**src/rtl/mc_ctrl_pkg.sv**
```systemverilog
// Shared encodings for the wait-state multicycle MIPS controller:
// FSM states, opcode/funct values, datapath mux and ALU select codes.
package mc_ctrl_pkg;

  localparam int unsigned INSTR_W  = 32;
  localparam int unsigned OP_W     = 6;
  localparam int unsigned ALU_OP_W = 3;
  localparam int unsigned SEL_W    = 2;
  localparam int unsigned STATE_W  = 3;

  typedef enum logic [STATE_W-1:0] {
    S_IF  = 3'd0,
    S_ID  = 3'd1,
    S_EX  = 3'd2,
    S_MEM = 3'd3,
    S_WB  = 3'd4,
    S_ERR = 3'd7
  } state_t;

  localparam logic [OP_W-1:0] OP_R   = 6'h00;
  localparam logic [OP_W-1:0] OP_ORI = 6'h0D;
  localparam logic [OP_W-1:0] OP_LW  = 6'h23;
  localparam logic [OP_W-1:0] OP_SW  = 6'h2B;
  localparam logic [OP_W-1:0] OP_BEQ = 6'h04;
  localparam logic [OP_W-1:0] OP_J   = 6'h02;

  localparam logic [OP_W-1:0] FN_ADDU = 6'h21;
  localparam logic [OP_W-1:0] FN_SUBU = 6'h23;
  localparam logic [OP_W-1:0] FN_AND  = 6'h24;
  localparam logic [OP_W-1:0] FN_OR   = 6'h25;
  localparam logic [OP_W-1:0] FN_SLT  = 6'h2A;

  localparam logic [ALU_OP_W-1:0] ALU_ADD = 3'd0;
  localparam logic [ALU_OP_W-1:0] ALU_SUB = 3'd1;
  localparam logic [ALU_OP_W-1:0] ALU_AND = 3'd2;
  localparam logic [ALU_OP_W-1:0] ALU_OR  = 3'd3;
  localparam logic [ALU_OP_W-1:0] ALU_SLT = 3'd4;

  localparam logic [SEL_W-1:0] PC_SEQ = 2'b00;
  localparam logic [SEL_W-1:0] PC_BR  = 2'b01;
  localparam logic [SEL_W-1:0] PC_JMP = 2'b10;

  localparam logic [SEL_W-1:0] RD_RT = 2'b00;
  localparam logic [SEL_W-1:0] RD_RD = 2'b01;

  // True for every opcode/funct pair the controller can execute.
  function automatic logic is_legal(input logic [OP_W-1:0] op, input logic [OP_W-1:0] fn);
    case (op)
      OP_R:                               return fn inside {FN_ADDU, FN_SUBU, FN_AND, FN_OR, FN_SLT};
      OP_ORI, OP_LW, OP_SW, OP_BEQ, OP_J: return 1'b1;
      default:                            return 1'b0;
    endcase
  endfunction

  function automatic logic [ALU_OP_W-1:0] funct_alu(input logic [OP_W-1:0] fn);
    case (fn)
      FN_SUBU: return ALU_SUB;
      FN_AND:  return ALU_AND;
      FN_OR:   return ALU_OR;
      FN_SLT:  return ALU_SLT;
      default: return ALU_ADD;
    endcase
  endfunction

endpackage

```
**src/rtl/mc_ctrl_ws_if.sv**
```systemverilog
// Controller-to-datapath/memory bundle: IR and flag inputs, memory handshake,
// datapath control strobes and debug state.
interface mc_ctrl_ws_if;
  import mc_ctrl_pkg::*;

  logic [INSTR_W-1:0]  instr;
  logic                zero;
  logic                mem_rdy;
  logic                mem_req;
  logic                mem_we;
  logic                i_or_d;
  logic                ir_wr;
  logic                pc_wr;
  logic [SEL_W-1:0]    pc_src;
  logic                reg_we;
  logic [SEL_W-1:0]    reg_dst;
  logic                mem_to_reg;
  logic                alu_src;
  logic                ext_op;
  logic [ALU_OP_W-1:0] alu_op;
  logic                retire;
  logic                err;
  logic [STATE_W-1:0]  state;

  modport master (
    input  instr, zero, mem_rdy,
    output mem_req, mem_we, i_or_d, ir_wr, pc_wr, pc_src, reg_we, reg_dst,
           mem_to_reg, alu_src, ext_op, alu_op, retire, err, state
  );

  modport slave (
    output instr, zero, mem_rdy,
    input  mem_req, mem_we, i_or_d, ir_wr, pc_wr, pc_src, reg_we, reg_dst,
           mem_to_reg, alu_src, ext_op, alu_op, retire, err, state
  );
endinterface

```
**src/rtl/mc_wait_timer.sv**
```systemverilog
// Memory wait-state counter with watchdog compare; flags a hung access once
// MAX_WAIT+1 consecutive unready cycles have been seen.
module mc_wait_timer #(
  parameter int unsigned MAX_WAIT   = 15,
  parameter int unsigned WAIT_W     = 4,
  parameter bit          EN_TIMEOUT = 1'b1
) (
  input  logic clk,
  input  logic rst,
  input  logic active,
  input  logic mem_rdy,
  output logic timeout_c
);

  localparam logic [WAIT_W-1:0] MAX_CNT = WAIT_W'(MAX_WAIT);

  logic [WAIT_W-1:0] wait_cnt;

  // Outside an access state the count sits at zero, so entry always starts clean.
  always_ff @(posedge clk) begin
    if (rst) begin
      wait_cnt <= '0;
    end else if (active && !mem_rdy) begin
      if (wait_cnt != MAX_CNT) wait_cnt <= wait_cnt + WAIT_W'(1);
    end else begin
      wait_cnt <= '0;
    end
  end

  assign timeout_c = EN_TIMEOUT && active && !mem_rdy && (wait_cnt == MAX_CNT);

endmodule

```
**src/rtl/mc_ctrl_ws.sv**
```systemverilog
// Multicycle MIPS control FSM with memory req/rdy wait states, watchdog and
// sticky error state.
module mc_ctrl_ws
  import mc_ctrl_pkg::*;
#(
  parameter int unsigned MAX_WAIT   = 15,
  parameter int unsigned WAIT_W     = 4,
  parameter bit          EN_TIMEOUT = 1'b1
) (
  input  logic         clk,
  input  logic         rst,
  mc_ctrl_ws_if.master bus
);

  state_t              state_q, state_d;
  logic [OP_W-1:0]     opcode, funct;
  logic                active_c, timeout_c;
  logic                mem_req_c, mem_we_c, ir_wr_c, pc_wr_c, reg_we_c, retire_c;
  logic                i_or_d_c, mem_to_reg_c, alu_src_c, ext_op_c;
  logic [SEL_W-1:0]    pc_src_c, reg_dst_c;
  logic [ALU_OP_W-1:0] alu_op_c;
  logic                unused_instr;

  assign opcode       = bus.instr[31:26];
  assign funct        = bus.instr[5:0];
  assign unused_instr = ^bus.instr[25:6];
  assign active_c     = (state_q == S_IF) || (state_q == S_MEM);

  mc_wait_timer #(
    .MAX_WAIT  (MAX_WAIT),
    .WAIT_W    (WAIT_W),
    .EN_TIMEOUT(EN_TIMEOUT)
  ) u_timer (
    .clk      (clk),
    .rst      (rst),
    .active   (active_c),
    .mem_rdy  (bus.mem_rdy),
    .timeout_c(timeout_c)
  );

  always_ff @(posedge clk) begin
    if (rst) state_q <= S_IF;
    else     state_q <= state_d;
  end

  // Next state and control decode; mem_rdy wins over a coincident timeout.
  always_comb begin
    state_d      = state_q;
    mem_req_c    = 1'b0;
    mem_we_c     = 1'b0;
    ir_wr_c      = 1'b0;
    pc_wr_c      = 1'b0;
    reg_we_c     = 1'b0;
    retire_c     = 1'b0;
    i_or_d_c     = 1'b0;
    pc_src_c     = PC_SEQ;
    reg_dst_c    = RD_RT;
    mem_to_reg_c = 1'b0;
    alu_src_c    = 1'b0;
    ext_op_c     = 1'b0;
    alu_op_c     = ALU_ADD;
    case (state_q)
      S_IF: begin
        mem_req_c = 1'b1;
        if (bus.mem_rdy) begin
          ir_wr_c = 1'b1;
          pc_wr_c = 1'b1;
          state_d = S_ID;
        end else if (timeout_c) begin
          state_d = S_ERR;
        end
      end
      S_ID: begin
        if (!is_legal(opcode, funct)) begin
          state_d = S_ERR;
        end else if (opcode == OP_J) begin
          pc_wr_c  = 1'b1;
          pc_src_c = PC_JMP;
          retire_c = 1'b1;
          state_d  = S_IF;
        end else begin
          state_d = S_EX;
        end
      end
      S_EX: begin
        case (opcode)
          OP_R: begin
            alu_op_c = funct_alu(funct);
            state_d  = S_WB;
          end
          OP_ORI: begin
            alu_src_c = 1'b1;
            alu_op_c  = ALU_OR;
            state_d   = S_WB;
          end
          OP_LW, OP_SW: begin
            alu_src_c = 1'b1;
            ext_op_c  = 1'b1;
            state_d   = S_MEM;
          end
          OP_BEQ: begin
            alu_op_c = ALU_SUB;
            pc_wr_c  = bus.zero;
            pc_src_c = PC_BR;
            retire_c = 1'b1;
            state_d  = S_IF;
          end
          default: state_d = S_ERR;
        endcase
      end
      S_MEM: begin
        mem_req_c = 1'b1;
        i_or_d_c  = 1'b1;
        mem_we_c  = (opcode == OP_SW);
        if (bus.mem_rdy) begin
          retire_c = (opcode == OP_SW);
          state_d  = (opcode == OP_SW) ? S_IF : S_WB;
        end else if (timeout_c) begin
          state_d = S_ERR;
        end
      end
      S_WB: begin
        reg_we_c     = 1'b1;
        retire_c     = 1'b1;
        reg_dst_c    = (opcode == OP_R) ? RD_RD : RD_RT;
        mem_to_reg_c = (opcode == OP_LW);
        state_d      = S_IF;
      end
      S_ERR:   state_d = S_ERR;
      default: state_d = S_ERR;
    endcase
  end

  // Strobes are squashed while reset is held so an in-flight access is abandoned.
  assign bus.mem_req    = mem_req_c & ~rst;
  assign bus.mem_we     = mem_we_c  & ~rst;
  assign bus.ir_wr      = ir_wr_c   & ~rst;
  assign bus.pc_wr      = pc_wr_c   & ~rst;
  assign bus.reg_we     = reg_we_c  & ~rst;
  assign bus.retire     = retire_c  & ~rst;
  assign bus.i_or_d     = i_or_d_c;
  assign bus.pc_src     = pc_src_c;
  assign bus.reg_dst    = reg_dst_c;
  assign bus.mem_to_reg = mem_to_reg_c;
  assign bus.alu_src    = alu_src_c;
  assign bus.ext_op     = ext_op_c;
  assign bus.alu_op     = alu_op_c;
  assign bus.err        = (state_q == S_ERR);
  assign bus.state      = state_q;

endmodule
```
**src/flat_wrapper.sv**
```systemverilog
// flat-port wrapper written by rule: the top's interface ports become plain ports
module mc_ctrl_ws_flat import mc_ctrl_pkg::*;
#(
  parameter int unsigned MAX_WAIT   = 15,
  parameter int unsigned WAIT_W     = 4,
  parameter bit          EN_TIMEOUT = 1'b1
)
  (clk, rst, bus_instr, bus_zero, bus_mem_rdy, bus_mem_req, bus_mem_we, bus_i_or_d, bus_ir_wr, bus_pc_wr, bus_pc_src, bus_reg_we, bus_reg_dst, bus_mem_to_reg, bus_alu_src, bus_ext_op, bus_alu_op, bus_retire, bus_err, bus_state);
  mc_ctrl_ws_if bus_i ();
  input  logic clk;
  input  logic rst;
  input wire logic [$bits(bus_i.instr)-1:0] bus_instr;
  input wire logic [$bits(bus_i.zero)-1:0] bus_zero;
  input wire logic [$bits(bus_i.mem_rdy)-1:0] bus_mem_rdy;
  output wire logic [$bits(bus_i.mem_req)-1:0] bus_mem_req;
  output wire logic [$bits(bus_i.mem_we)-1:0] bus_mem_we;
  output wire logic [$bits(bus_i.i_or_d)-1:0] bus_i_or_d;
  output wire logic [$bits(bus_i.ir_wr)-1:0] bus_ir_wr;
  output wire logic [$bits(bus_i.pc_wr)-1:0] bus_pc_wr;
  output wire logic [$bits(bus_i.pc_src)-1:0] bus_pc_src;
  output wire logic [$bits(bus_i.reg_we)-1:0] bus_reg_we;
  output wire logic [$bits(bus_i.reg_dst)-1:0] bus_reg_dst;
  output wire logic [$bits(bus_i.mem_to_reg)-1:0] bus_mem_to_reg;
  output wire logic [$bits(bus_i.alu_src)-1:0] bus_alu_src;
  output wire logic [$bits(bus_i.ext_op)-1:0] bus_ext_op;
  output wire logic [$bits(bus_i.alu_op)-1:0] bus_alu_op;
  output wire logic [$bits(bus_i.retire)-1:0] bus_retire;
  output wire logic [$bits(bus_i.err)-1:0] bus_err;
  output wire logic [$bits(bus_i.state)-1:0] bus_state;
  assign bus_i.instr = bus_instr;
  assign bus_i.zero = bus_zero;
  assign bus_i.mem_rdy = bus_mem_rdy;
  assign bus_mem_req = bus_i.mem_req;
  assign bus_mem_we = bus_i.mem_we;
  assign bus_i_or_d = bus_i.i_or_d;
  assign bus_ir_wr = bus_i.ir_wr;
  assign bus_pc_wr = bus_i.pc_wr;
  assign bus_pc_src = bus_i.pc_src;
  assign bus_reg_we = bus_i.reg_we;
  assign bus_reg_dst = bus_i.reg_dst;
  assign bus_mem_to_reg = bus_i.mem_to_reg;
  assign bus_alu_src = bus_i.alu_src;
  assign bus_ext_op = bus_i.ext_op;
  assign bus_alu_op = bus_i.alu_op;
  assign bus_retire = bus_i.retire;
  assign bus_err = bus_i.err;
  assign bus_state = bus_i.state;
  mc_ctrl_ws #(.MAX_WAIT(MAX_WAIT), .WAIT_W(WAIT_W), .EN_TIMEOUT(EN_TIMEOUT)) u_core (.clk(clk), .rst(rst), .bus(bus_i));
endmodule
```
**config.mk**
```make
export PLATFORM = sky130hd
export DESIGN_NAME = mc_ctrl_ws_flat
export DESIGN_NICKNAME = d
export VERILOG_FILES = /design/src/rtl/mc_ctrl_pkg.sv /design/src/rtl/mc_ctrl_ws_if.sv /design/src/rtl/mc_wait_timer.sv /design/src/rtl/mc_ctrl_ws.sv /design/src/flat_wrapper.sv
export SDC_FILE = /design/constraint.sdc
export NUM_CORES = 1
export LEC_CHECK = 0
export ABC_AREA = 1
export CELL_PAD_IN_SITES_DETAIL_PLACEMENT = 0
export CELL_PAD_IN_SITES_GLOBAL_PLACEMENT = 1
export CORE_ASPECT_RATIO = 1.1
export CORE_MARGIN = 2
export CORE_UTILIZATION = 22
export DETAILED_ROUTE_END_ITERATION = 6
export GPL_ROUTABILITY_DRIVEN = 1
export GPL_TIMING_DRIVEN = 0
export PLACE_DENSITY_LB_ADDON = 0.1
export SLEW_MARGIN = 20
export SYNTH_ARGS = -nofsm -noshare
export SYNTH_HDL_FRONTEND = slang
export SYNTH_SLANG_ARGS = --single-unit
export TNS_END_PERCENT = 1
```
**constraint.sdc**
```tcl
create_clock -name clk -period 1.9 [get_ports clk]
set_input_delay 0.19 -clock clk [delete_from_list [all_inputs] [get_ports clk]]
set_output_delay 0.19 -clock clk [all_outputs]
set_load 0.05 [all_outputs]
```
==> flow_summary_export.csv <==
group,metric,value,unit
setup_path,r2r_end,"u_core.bus.state[0]",
clocking,numCtsBuffers,3,
clocking,cts_buffer_depth,2,
worst_hold_path,min_to,"u_core.bus.state[1]",
logic_synthesis,synthCells,148,
logic_synthesis,ys_top_cells_by_area,"dfxtp_1 18%, nand2_1 17%, nor2_1 13%",
global_route,grtUsageMet3,0.0117,
timing,hold_violations,0,
clocking,path_clk_slew,0.05,ns
logic_synthesis,yosysTopAreaCellShare,0.179,
setup_path,end_kind,"primary output",
timing,layout_min_cycle_time,1.85,ns
placed_design,dp.cells,230,
power,power-per-cell-area,1060,mW/mm^2
floorplanning,rows,22,
finish,finalInstanceArea,0.00117,sq mm
route,drtPass1Iterations,4,
flow_run,cap_violations,0,
logic_synthesis,ys_seq_area_frac,0.179,
floorplanning,fp.dieH,66.5,microns
logic_synthesis,synth_edf_count,0,
logic_synthesis,ys.flop_type,"dfxtp_1",
setup_path,worstPathMaxFanout,5,
finish,stdcell_count,234,
floorplanning,io_pins,57,
timing,skew,0.00566,ns
clocking,cts_tree,"done",
clocking,cts_setup_buffers,0,
global_route,grt_util_met1,0.141,
global_route,grt_overflow_total,0,
finish,area_growth,49.7,%
route,viasPerCell,4.38,
global_route,grt_pass1_wl,3840,microns
logic_synthesis,yosysTopAreaCell,"dfxtp_1",
timing,timing.final.crit_share,0.972,
placed_design,post-place-ws,-0.506,ns
clocking,cts_max_level,1,
route,drc_errors,0,
power,finalPower,1.23,mW
worst_hold_path,hp-class,"input port to flop",
finish,fin_util,0.348,
floorplanning,initial_core_util,0.232,
floorplanning,die-area,0.00404,sq mm
placed_design,io_buffers,34,
timing,fin_ws,0.0528,ns
timing,grt_setup_unrepaired,"yes",
clocking,ctsHoldBuffers,0,
logic_synthesis,avgSynthCellArea,5.28,sq um
logic_synthesis,yosysWarnings,0,
setup_path,required,1.71,ns
logic_synthesis,ys_ff_latch,7,
timing,finalMaxSlewViolations,0,
logic_synthesis,synth_nets,185,
global_route,top_usage_layer,"met2",
setup_path,rrSetupSlack,0.53,ns
global_route,grt_max_degree,9,
global_route,antenna_found_initial,0,
setup_path,crit_arrival,1.66,ns
logic_synthesis,synth_area,781,sq um
status,status,"complete, no violations",
placed_design,detailed_place.area,0.00120,sq mm
placed_design,hpwlAfterDp,1960,microns
route,drtIter0Drc,22,
logic_synthesis,ys_types,24,
worst_hold_path,hp-start,"rst",
clocking,clk-insertion-delay-late,0.25,ns
clocking,root_buffer,"clkbuf_4",
finish,antenna_cells,0,
clocking,clock_sinks,7,
setup_path,critical_path_class,"input port to primary output",
finish,drive_gt1_frac,0.210,
logic_synthesis,async_flop_share,0,
global_route,grtUsageMet2,0.219,
route,routedWlPerCell,9.60,microns
floorplanning,core-area,0.00336,sq mm
setup_path,r2r_start,"u_core.u_timer.wait_cnt[0]",
placed_design,globalplace.congestion,0.768,
power,vdd_drop_max,0.000369,V
timing,setup_viol,0,
route,routed_wl,2250,microns
worst_hold_path,whs_path_depth,2,
setup_path,reg2reg_depth,11,
power,p_leak,0.576,nW
global_route,grt.total_usage,0.120,
floorplanning,die_x,60.8,microns
route,dr_total_vias,1026,
setup_path,start_kind,"input port",
global_route,grt_pass1_vias,958,
finish,nNetsFinal,224,
timing,max_freq,541,MHz
route,ant_nets,0,
per-stage QoR:
stage | setup TNS, ns | hold slack, ns
final | 0 | 0.379
after global routing | -0.197 | 0.437
after CTS | 0 | 0.381
after detailed placement | -4.72 | 0.478
after global placement | -4.85 | 0.470
after floorplan | -1.45 | 0.456
report_power, final:
part | switching, mW | leakage (nW) | internal (mW)
registers | 0.0631 | 0.0575 | 0.189
clock network | 0.0567 | 0.0150 | 0.0802
logic | 0.584 | 0.503 | 0.261
total | 0.703 | 0.576 | 0.530
Yosys cell counts (2+ instances only):
cell     count
a21oi_1      8
a31oi_1      2
dfxtp_1      7
inv_1       24
inv_2        4
nand2_1     36
nand3_1     13
nand4_1      3
nor2_1      28
nor2_2       3
nor3_1       3
nor3_2       2
o21ai_0      3
o22ai_1      2
cell type report:
type / instances / area, sq um
inverters: 28 / 105
flip-flops and latches: 7 / 141
clock buffers: 4 / 26.3
multi-input cells: 111 / 542
fillers: 427 / 2190
plain buffers: 2 / 11.3
well taps: 48 / 60.1
repair buffers: 34 / 283
sequential cells by signal (all words and copies together) (netlist names):
signal and cells:
u_core.bus.state 3, u_core.u_timer.wait_cnt 4
per-layer routing:
layer | part of all wire | vias up
li1 | - | 539
met3 | 0.049 | 5
met4 | 0.014 | 0
met2 | 0.51 | 25
met1 | 0.43 | 457
met5 | 0 | -
worst max-delay path by stage:
stage,slack (ns),to,cells past startpoint,startpoint
final,0.05,bus_pc_src[1],6,bus_instr[27]
after global routing,-0.05,bus_retire,7,bus_instr[29]
after CTS,0.007,bus_mem_req,4,u_core.bus.state[1]
after detailed placement,-0.51,bus_pc_wr,7,bus_instr[29]
after global placement,-0.52,bus_pc_wr,7,bus_instr[30]
after floorplan,-0.25,bus_mem_we,6,u_core.bus.state[1]
critical path, stage by stage:
cell	delay (ns)
clkdlybuf4s50_1	0.56
inv_1	0.06
nor2_1	0.09
nand3_1	0.20
nor2_2	0.18
clkdlybuf4s15_2	0.38
cells by family (layout without fill, tap and decap cells):
| logic type | count (synthesis) | in the layout | synth area share |
|---|---|---|---|
| DFF | 7 | 7 | 0.179 |
| xor gates and xnor gates | 1 | 1 | 0.0112 |
| adders and majority gates | 1 | 1 | 0.0160 |
| other | 1 | 1 | 0.00480 |
| buffers and inverters | 30 | 68 | 0.149 |
| and+or+nand+nor | 92 | 92 | 0.527 |
| AOI/OAI and AO/OA | 16 | 16 | 0.112 |
cell usage in the layout, fill, tap and decap left out, drive strengths merged, types with 2 or more instances in the layout:
master	Yosys	layout
a21oi	8	8
a31oi	2	2
buf	2	6
clkbuf	0	14
clkdlybuf4s50	0	17
dfxtp	7	7
inv	28	28
nand2	36	36
nand3	14	14
nand4	3	3
nor2	32	32
nor3	5	5
o21ai	3	3
o22ai	2	2
repair_timing:
item	in CTS	in global routing
gates resized for setup	48	27
pin swaps	0	0
setup endpoints to repair	17	16
No activity file was read; power rests on OpenSTA's default activity.
